$ cat src/rtl/jtag_tap_multi_dr.sv
// IEEE 1149.1-style TAP controller with a parametrised IR, BYPASS, IDCODE and
// NUM_UDR user data registers exposing parallel capture/update ports to the core.
module jtag_tap_multi_dr #(
    parameter int          IR_WIDTH   = 5,
    parameter int          NUM_UDR    = 2,
    parameter int          UDR_WIDTH  = 8,
    parameter logic [31:0] IDCODE_VAL = 32'h1000_0001
) (
    input  logic                           TCK,
    input  logic                           TRST_N,
    input  logic                           TMS,
    input  logic                           TDI,
    output logic                           TDO,
    output logic                           TDO_EN,
    input  logic [NUM_UDR*UDR_WIDTH-1:0]   udr_cap_in,
    output logic [NUM_UDR*UDR_WIDTH-1:0]   udr_out,
    output logic [NUM_UDR-1:0]             udr_upd,
    output logic [3:0]                     tap_state,
    output logic [IR_WIDTH-1:0]            ir_out
);

    typedef enum logic [3:0] {
        TLR    = 4'h0, RTI    = 4'h1, SEL_DR = 4'h2, CAP_DR = 4'h3,
        SH_DR  = 4'h4, EX1_DR = 4'h5, PS_DR  = 4'h6, EX2_DR = 4'h7,
        UPD_DR = 4'h8, SEL_IR = 4'h9, CAP_IR = 4'hA, SH_IR  = 4'hB,
        EX1_IR = 4'hC, PS_IR  = 4'hD, EX2_IR = 4'hE, UPD_IR = 4'hF
    } tap_state_e;

    tap_state_e             state_q, state_d;
    logic [IR_WIDTH-1:0]    ir_sr;
    logic                   bypass_sr;
    logic [31:0]            id_sr;
    logic [UDR_WIDTH-1:0]   udr_sr [NUM_UDR];
    logic [NUM_UDR-1:0]     user_sel;
    logic                   sel_idcode;
    logic                   sel_bypass;
    logic                   user_bit;
    logic                   tdo_d;

    assign tap_state = state_q;

    always_ff @(posedge TCK or negedge TRST_N) begin
        if (!TRST_N) state_q <= TLR;
        else         state_q <= state_d;
    end

    always_comb begin
        state_d = state_q;
        case (state_q)
            TLR:     state_d = TMS ? TLR    : RTI;
            RTI:     state_d = TMS ? SEL_DR : RTI;
            SEL_DR:  state_d = TMS ? SEL_IR : CAP_DR;
            CAP_DR:  state_d = TMS ? EX1_DR : SH_DR;
            SH_DR:   state_d = TMS ? EX1_DR : SH_DR;
            EX1_DR:  state_d = TMS ? UPD_DR : PS_DR;
            PS_DR:   state_d = TMS ? EX2_DR : PS_DR;
            EX2_DR:  state_d = TMS ? UPD_DR : SH_DR;
            UPD_DR:  state_d = TMS ? SEL_DR : RTI;
            SEL_IR:  state_d = TMS ? TLR    : CAP_IR;
            CAP_IR:  state_d = TMS ? EX1_IR : SH_IR;
            SH_IR:   state_d = TMS ? EX1_IR : SH_IR;
            EX1_IR:  state_d = TMS ? UPD_IR : PS_IR;
            PS_IR:   state_d = TMS ? EX2_IR : PS_IR;
            EX2_IR:  state_d = TMS ? UPD_IR : SH_IR;
            UPD_IR:  state_d = TMS ? SEL_DR : RTI;
            default: state_d = TLR;
        endcase
    end

    // All-ones wins over the USER range so a wide NUM_UDR can never shadow BYPASS
    always_comb begin
        user_sel = '0;
        for (int k = 0; k < NUM_UDR; k++)
            user_sel[k] = (int'(ir_out) == k + 2) && (ir_out != '1);
    end

    assign sel_idcode = (ir_out == IR_WIDTH'(1));
    assign sel_bypass = !sel_idcode && !(|user_sel);

    always_ff @(posedge TCK or negedge TRST_N) begin
        if (!TRST_N) begin
            ir_sr <= '0;
        end else if (state_q == CAP_IR) begin
            ir_sr <= IR_WIDTH'(1);
        end else if (state_q == SH_IR) begin
            ir_sr <= {TDI, ir_sr[IR_WIDTH-1:1]};
        end
    end

    // Entering TLR forces IDCODE even when arriving through UpdIR's successor path
    always_ff @(posedge TCK or negedge TRST_N) begin
        if (!TRST_N) begin
            ir_out <= IR_WIDTH'(1);
        end else if (state_d == TLR) begin
            ir_out <= IR_WIDTH'(1);
        end else if (state_q == UPD_IR) begin
            ir_out <= ir_sr;
        end
    end

    always_ff @(posedge TCK or negedge TRST_N) begin
        if (!TRST_N) begin
            bypass_sr <= 1'b0;
        end else if (sel_bypass) begin
            if (state_q == CAP_DR)     bypass_sr <= 1'b0;
            else if (state_q == SH_DR) bypass_sr <= TDI;
        end
    end

    always_ff @(posedge TCK or negedge TRST_N) begin
        if (!TRST_N) begin
            id_sr <= '0;
        end else if (sel_idcode) begin
            if (state_q == CAP_DR)     id_sr <= IDCODE_VAL;
            else if (state_q == SH_DR) id_sr <= {TDI, id_sr[31:1]};
        end
    end

    always_ff @(posedge TCK or negedge TRST_N) begin
        if (!TRST_N) begin
            for (int k = 0; k < NUM_UDR; k++) udr_sr[k] <= '0;
        end else begin
            for (int k = 0; k < NUM_UDR; k++) begin
                if (user_sel[k]) begin
                    if (state_q == CAP_DR)
                        udr_sr[k] <= udr_cap_in[k*UDR_WIDTH +: UDR_WIDTH];
                    else if (state_q == SH_DR)
                        udr_sr[k] <= {TDI, udr_sr[k][UDR_WIDTH-1:1]};
                end
            end
        end
    end

    always_ff @(posedge TCK or negedge TRST_N) begin
        if (!TRST_N) begin
            udr_out <= '0;
            udr_upd <= '0;
        end else begin
            udr_upd <= '0;
            for (int k = 0; k < NUM_UDR; k++) begin
                if (state_q == UPD_DR && user_sel[k]) begin
                    udr_out[k*UDR_WIDTH +: UDR_WIDTH] <= udr_sr[k];
                    udr_upd[k] <= 1'b1;
                end
            end
        end
    end

    always_comb begin
        user_bit = 1'b0;
        for (int k = 0; k < NUM_UDR; k++)
            if (user_sel[k]) user_bit = udr_sr[k][0];
        tdo_d = 1'b0;
        case (state_q)
            SH_IR: tdo_d = ir_sr[0];
            SH_DR: begin
                if (sel_idcode)     tdo_d = id_sr[0];
                else if (|user_sel) tdo_d = user_bit;
                else                tdo_d = bypass_sr;
            end
            default: tdo_d = 1'b0;
        endcase
    end

    // TDO changes on the falling edge so the far end samples it cleanly on the next rise
    always_ff @(negedge TCK or negedge TRST_N) begin
        if (!TRST_N) begin
            TDO    <= 1'b0;
            TDO_EN <= 1'b0;
        end else begin
            TDO    <= tdo_d;
            TDO_EN <= (state_q == SH_IR) || (state_q == SH_DR);
        end
    end

endmodule

$ cat config.mk
export PLATFORM = sky130hd
export DESIGN_NAME = jtag_tap_multi_dr
export DESIGN_NICKNAME = d
export VERILOG_FILES = /design/src/rtl/jtag_tap_multi_dr.sv
export SDC_FILE = /design/constraint.sdc
export NUM_CORES = 1
export LEC_CHECK = 0
export ABC_AREA = 1
export BUFFER_PORTS_ARGS = -buffer_cell sky130_fd_sc_hd__clkbuf_2
export CORE_MARGIN = 2
export CORE_UTILIZATION = 45
export CTS_CLUSTER_DIAMETER = 200
export DETAILED_ROUTE_END_ITERATION = 16
export HOLD_SLACK_MARGIN = 0.15
export PLACE_DENSITY = 0.67
export SLEW_MARGIN = 15
export SYNTH_ARGS = -nofsm -noshare
export SYNTH_HDL_FRONTEND = slang
export SYNTH_SLANG_ARGS = --single-unit
$ cat constraint.sdc
create_clock -name TCK -period 1.5 [get_ports TCK]
set_input_delay 0.075 -clock TCK [delete_from_list [all_inputs] [get_ports TCK]]
set_output_delay 0.075 -clock TCK [all_outputs]
set_load 0.01 [all_outputs]
==> Yosys cells after proc, flatten, opt, wreduce, memory -nomap -nowiden <==
Index checks and enable logic that the tools add are counted.
{ "totals": {"inputBits": 20, "rom_bits": 0, "output_inout_bits": 29, "ram_bits": 0, "mem_count": 0, "register_bits": 83, "latchBits": 0} }
{ "op_classes": {"bitwise": 0, "n_shift": 0, "n_addsub": 0, "n_div": 0, "mul": 0, "muxes": 32, "n_reduce_logical": 21, "order_cmp": 0, "eq_ne": 19} }
{ "ops": {"columns": ["cell", "n"], "rows": [
  ["32-bit two-way mux", 2],
  ["4-bit one-hot mux with 12 select lines", 1],
  ["4-bit equality test, second input constant", 8],
  ["8-bit two-way mux", 4],
  ["5-bit two-way mux", 4],
  ["4-bit by 3-bit equality test with 1-bit output, second input constant", 4],
  ["4-bit two-way mux", 4],
  ["1-bit two-way mux", 11],
  ["5-bit by 3-bit equality test with 1-bit output, second input constant", 2],
  ["4-bit by 2-bit equality test with 1-bit output, second input constant", 2],
  ["4-bit logical NOT", 2],
  ["2-bit AND reduction", 4],
  ["2-bit two-way mux", 3],
  ["3-bit two-way mux", 2],
  ["2-bit nonzero test", 3],
  ["2-bit OR reduction", 3],
  ["5-bit by 1-bit equality test with 1-bit output, second input constant", 1],
  ["1-bit logical AND", 5],
  ["5-bit != test, second input constant", 1],
  ["4-bit by 1-bit equality test with 1-bit output, second input constant", 1],
  ["3-bit OR reduction", 1],
  ["1-bit logical NOT", 2],
  ["1-bit one-hot mux with 2 select lines", 1],
  ["1-bit logical OR", 1]
]} }

==> Longest topological paths before layout <==
Gate-level depths: netlist of the first run.
{ "logic_depth": {"word_depth": 7, "mapped_depth": 10} }

==> results of run 1 <==
==> cell families after synthesis <==
| family | after synthesis |
|---|---|
| AOI/OAI and AO/OA | 87 |
| DFF | 83 |
| muxes | 2 |
| buffers and inverters | 62 |
| and+or+nand+nor | 195 |
==> through the flow <==
| stage | total power [mW] | setup WS [ps] | cell area (sq um) | hold WS (ps) |
|---|---|---|---|---|
| 6_report | 9.366 | -582.4 | 5787 | 267.3 |
| 5_1_grt | 9.878 | -665.8 | 5787 | 311.5 |
| 4_1_cts | 8.752 | -533.0 | 5421 | 270.3 |
| 3_5_place_dp | 6.214 | -503.4 | 4601 | -65.19 |
| 3_3_place_gp | 6.163 | -452.7 | 4601 | -68.01 |
| 2_1_floorplan | 4.963 | -606.3 | 3854 | -220.6 |
==> power groups by stage <==
| stage | Combinational (mW) | Clock (mW) | Sequential (mW) |
|---|---|---|---|
| 6_report | 4.67 | 1.66 | 3.04 |
| 5_1_grt | 5.01 | 1.78 | 3.09 |
| 4_1_cts | 4.08 | 1.68 | 3.00 |
| 3_3_place_gp | 3.15 | 0 | 3.01 |
| 2_1_floorplan | 1.86 | 0 | 3.10 |
| 3_5_place_dp | 3.18 | 0 | 3.03 |
==> worst max path at each step <==
| stage | startpoint | endpoint | slack (ps) |
|---|---|---|---|
| 2_1_floorplan | ir_out[3] | TDO | -610 |
| 3_3_place_gp | ir_out[0] | TDO | -450 |
| 3_5_place_dp | ir_out[3] | TDO | -500 |
| 4_1_cts | ir_out[2] | TDO | -530 |
| 5_1_grt | ir_out[4] | TDO | -670 |
| 6_report | ir_out[3] | TDO | -580 |
==> critical path: cells and delay by family (launching register included) <==
kind | cells | cell delay, ps
and+or+nand+nor | 7 | 720
DFF | 1 | 440
==> cell usage in the layout (no fill, tap or decap), types with 8 or more instances in the layout <==
cell type      Yosys  final
buf_6             10     24
dfrtp_1           80     78
buf_4              0     46
o211ai_1           8      8
clkbuf_2           0     45
dlygate4sd3_1      0     20
inv_1             35     24
nor2_2            11     14
nor2_4             2     16
a21oi_2            3     12
o21ai_1           16     27
nand2_1           93     83
nand2_2            4      9
clkbuf_8           0     10
o21ai_0           30     14
buf_12             0     10
nor2_1            35     18
nand3_1           38     33
inv_2              4     12
==> per-layer routing <==
| metal | routed length [microns] | part of all wire | up-vias |
|---|---|---|---|
| li1 | - | - | 1724 |
| met1 | 4540 | 0.46 | 1731 |
| met2 | 4789 | 0.48 | 88 |
| met3 | 414 | 0.042 | 18 |
| met4 | 204 | 0.021 | 0 |
| met5 | 0 | 0 | - |
==> timing repair <==
action                                 in CTS  in global routing
pin swaps                                  19                 27
cloned                                      6                  1
setup buffers                              11                 17
hold buffers                               20                  0
gates resized for setup                    56                 93
setup endpoints to repair                  67                 78
endpoints found under the hold margin     102                  0
==> synthesized netlist by cell type <==
master / number
a21oi_1: 17
a21oi_2: 3
inv_2: 4
nor2_2: 11
nor2_1: 35
and2_1: 1
buf_2: 3
nand2_2: 4
nand3_2: 1
nand3_1: 38
dfrtp_1: 80
o21bai_1: 1
nand4_2: 1
a22oi_1: 1
dfrtn_1: 2
mux2i_1: 1
or2_0: 1
inv_4: 1
o21ai_0: 30
mux2_2: 1
clkbuf_1: 6
nor2_4: 2
dfstp_2: 1
a31oi_1: 8
inv_1: 35
clkinv_1: 3
nand2_1: 93
buf_6: 10
nand2_4: 2
o21ai_1: 16
o22ai_1: 3
nor2_8: 3
nand4_1: 3
o211ai_1: 8
==> state kept, by name (all words and copies together), names as in the netlist <==
signal,count
udr_out,16
id_sr,32
tap_state,4
ir_sr,5
udr_sr,16
bypass_sr,1
TDO,1
TDO_EN,1
udr_upd,2
ir_out,5
==> layout make-up <==
class / count / area [sq um] / area share
flip-flops and latches: 83 / 2081 / 0.3596
clock inverters: 6 / 63.81 / 0.01103
repair buffers: 155 / 1441 / 0.2491
repair inverters: 1 / 7.507 / 0.001297
multi-input cells: 284 / 1728 / 0.2986
inverters: 43 / 196.4 / 0.03395
well taps: 105 / 131.4 / 0.02270
clock buffers: 10 / 137.6 / 0.02378
==> reports/metrics.yaml, run 1 <==
status: "finished, violations left"
violations: "negative setup slack"
cp_common_cell: "nand2_1"
wirelength_mm: 9.948
path_max_fanout: 3
layout_setup_ws_ps: -582.4
post-route-util: 0.7043
critical_path.slowest_cell: "dfrtp_1"
slowest_delay_ps: 440
firstDrtPassIters: 5
synth_compound_area_frac: 0.1270
critPathKind: "reg2reg"
synthTopCellsByArea: "dfrtp_1 (52%), nand2_1 (9.1%), nand3_1 (5.0%), o21ai_0 (3.9%), inv_1 (3.4%)"
cts_tree: "yes"
first_global_vias: 3313
post_drt_wl_per_cell_microns: 14.48
busiest_layer: "met2"
gp_congestion: 0.8799
p_clk_frac: 0.177
rsz0062_at_grt: "yes"
synth_top_area_share: 0.5237
p_leak_nw: 2.993
synth_seq_area_share: 0.5437
core_sq_mm: 0.008217
synthesis.area_sq_mm: 0.003822
dr.first_iter.drc_count: 163
pwr_density_cell_mw_per_mm2: 1619
p_seq_frac: 0.325
cp-start-kind: "register"
relSlewSlack: 0.7096
final_cells: 687
start_util: 0.4652
cts_buffer_depth: 2
cts-root-buf: "clkbuf_8"
synthAdderAreaFrac: 0
synth.area.mux_share: 0.005565
maxSlewViolCount: 0
fill_cells: 566
h-tree-depth: 3
via_count: 3561
drv_cap: 0
fin_worst_skew_ps: 22.18
synth_cell_types: 34
syn-num-nets: 449
peakVddDrop_uv: 1330
viasPerCell: 5.183
synth_largest_area_cell: "dfrtp_1"
chipHeight_microns: 96.17
finalSetupTns_ps: -9401
share_comb_of_total_power: 0.498
yosys.area_share.xor_xnor: 0
met1_usage: 0.3054
area_growth_syn_to_layout_pct: 51.39
switching_share: 0.3766
critical_path.cell_chain: "nor2_4 > nand4_4 > or2_0 > nand3_1 > nand2_1 > nand2_1 > nand2_1"
ant_nets: 0
met2_usage: 0.3409
cts_num_sinks: 83
synth_simple_gate_area_frac: 0.2416
cts_buffers: 9
die_area_sq_mm: 0.009248
reg2regPathDepth: 7
hpwl_mm: 5.840
p_switching_mw: 3.527
reg2reg_from: "ir_out[3]"
hp-class: "in2async"
r2r_end: "TDO"
ioPinCount: 49
grt_usage: 0.2172
rows: 33
route.detailed.drc: 0
antenna_found_initial: 0
dp_cells: 621
layout-drive-gt1-share: 0.4296
die_w_microns: 96.17
setup_viol: 69
nets: 597
worst_pin_slew_ps: 434.2
met3_usage: 0.03837
final_hold_viol_count: 0
overflow: 0
antennaDiodeCount: 0
endpoint_kind: "register"
grt_pass1_wl_mm: 15.56
port_buffers: 48
synth_warnings: 0
r2r_slack_ps: -580
syn_inst: 429
p_int_mw: 5.839
cp.required_ps: 950
grt_max_degree: 59
clk_pin_slew_ps: 90
synth_top_family_by_area: "simple AND/OR/NAND/NOR gates"
ys_seq_elements: 83
synth.avg_cell_area_sq_um: 8.910
clk_latency_ps: 360
crit_arrival_ps: 1530
Power figures use the tool's default switching activity.
==> run 2: changes to the inputs <==
ABC_AREA = default   (was 1)
==> reports/metrics.yaml, run 2 <==
status: "finished, violations left"
violations: "negative setup slack"
route.detailed.drc: 0
synth_largest_area_cell: "dfrtp_1"
maxSlewViolCount: 0
synth_warnings: 0
hp-class: "in2async"
path_max_fanout: 4
largest_reg_flops: 32
firstDrtPassIters: 4
syn_inst: 358
path_delay_family: "simple AND/OR/NAND/NOR gates"
cts-root-buf: "clkbuf_8"
critPathKind: "reg2reg"
critical_path.slowest_cell: "or4b_4"
critical_path.cell_chain: "buf_6 > or4b_4 > nor2_2 > a211oi_2 > o32ai_2"
synthesis.area_sq_mm: 0.003612
fin_worst_skew_ps: 20.56
grt_pass1_wl_mm: 13.84
crit_arrival_ps: 1680
cp_num_buf_inv: 1
cts_num_sinks: 83
synth_edf_count: 0
fill_cells: 488
syn-num-nets: 378
nets: 496
cts_buffer_depth: 2
cp.required_ps: 1090
first_global_vias: 2908
area_growth_syn_to_layout_pct: 53.07
rsz0062_at_grt: "yes"
pwr_density_cell_mw_per_mm2: 1685
cts_tree: "yes"
pre_cts_ws_ps: -602.4
cts_buffers: 9
slowest_delay_ps: 530
die_w_microns: 93.60
synth_top_area_share: 0.5542
overflow: 0
rows: 32
hpwl_mm: 4.997
reg2reg_from: "ir_out[4]"
layout-drive-gt1-share: 0.5031
ant_nets: 0
chipHeight_microns: 93.60
via_count: 3112
cp-start-kind: "register"
final_hold_viol_count: 0
timing.hold.ws_ps: 376.2
endpoint_kind: "register"
peakVddDrop_uv: 739.9
port_buffers: 48
synth_seq_area_share: 0.5753
largestRegisters: "id_sr (32), udr_out (16), udr_sr (16)"
gp_congestion: 0.7628
mostFrequentLayoutCell: "dfrtp_1"
regMostFlops: "id_sr"
synth_cell_types: 43
worst_pin_slew_ps: 526.5
ys.flop_type: "dfrtp_1"
post_drt_wl_per_cell_microns: 15.96
wirelength_mm: 9.307
layout_setup_ws_ps: -589.0
drv_cap: 0
post-route-util: 0.7118
synth.avg_cell_area_sq_um: 10.09
synthTopCellsByArea: "dfrtp_1 (55%), nand2_1 (10%), o21ai_0 (6.4%), mux2_2 (3.4%), mux2i_1 (3.3%)"
relSlewSlack: 0.6490
p_leak_nw: 2.596
clk_latency_ps: 360
synthTopCellsByCount: "nand2_1 (96), dfrtp_1 (80), o21ai_0 (46)"
mostFrequentLayoutCells: "dfrtp_1 (80), nand2_1 (58), clkbuf_2 (45)"
h-tree-depth: 3
clk_pin_slew_ps: 100
die_area_sq_mm: 0.008760
yosysMostFrequentCell: "nand2_1"
start_util: 0.4650
dr.first_iter.drc_count: 138
antennaDiodeCount: 0
antenna_found_initial: 0
startpoint: "ir_out[4]"
grt_max_degree: 42
async_reset_ff_frac: 1.000
ioPinCount: 49
ys_seq_elements: 83
grt_usage: 0.2036
core_sq_mm: 0.007767
viasPerCell: 5.338
setup_viol: 71
total_power_mw: 9.315
run 2: final cells by class:
class                   instances  area, sq um  share of cell area
clock buffers                  10        127.6             0.02308
clock inverters                 6        51.30            0.009278
inverters                       7        28.78            0.005205
multi-input cells             245         1939              0.3508
flip-flops and latches         83         2078              0.3759
well taps                     102        127.6             0.02308
repair buffers                130         1176              0.2127
run 2: cells by family after synthesis:
kind of cell	share of synthesized area
compound gates	0.1195
xor+xnor	0.002425
buf+inv	0.03602
flops	0.5753
mux	0.1008
simple gates	0.1659
run 2: what timing repair did:
| action | in CTS | in global routing |
|---|---|---|
| endpoints found under the setup margin | 71 | 84 |
| gates resized for setup | 74 | 118 |
| setup buffers | 17 | 7 |
| gates cloned | 5 | 3 |
| hold buffers | 20 | 0 |
| hold endpoints to repair | 99 | 0 |
| pin swaps | 23 | 38 |
run 2: worst min-delay path, stage by stage:
cell           delay, ps
dlygate4sd3_1        550
buf_4                140
buf_4                400
run 2: final timing paths:
check	depth (start not counted)	slack [ps]	end
min reg2reg	2	510	ir_sr[0]
min in group TCK	4	500	udr_sr[12]
max in group asynchronous	3	610	tap_state[1]
max reg2reg	5	-590	TDO
min	3	380	udr_out[3]
max	5	-590	TDO
run 2: power by group:
part | leakage (nW) | switching [mW] | internal, mW
registers | 1.06 | 0.382 | 2.70
clock network | 0.0806 | 0.855 | 0.618
logic | 1.46 | 2.32 | 2.44
total | 2.60 | 3.56 | 5.76
run 2: layer usage:
metal	vias up	part of all wire	GRT usage	wire, microns
met3	13	0.039	0.04351	364
li1	1457	-	-	-
met4	0	0.017	0.06522	156
met2	89	0.51	0.3405	4783
met5	-	0	0	0
met1	1553	0.43	0.2652	4003
run 2: stage by stage:
| step | area [sq um] | setup TNS [ps] | cells |
|---|---|---|---|
| after floorplan | 3724 | -23290 | 358 |
| after global placement | 4293 | -22870 | 522 |
| after detailed placement | 4293 | -24930 | 522 |
| after CTS | 5077 | -25030 | 580 |
| after global routing | 5529 | -30180 | 583 |
| final | 5529 | -25470 | 583 |
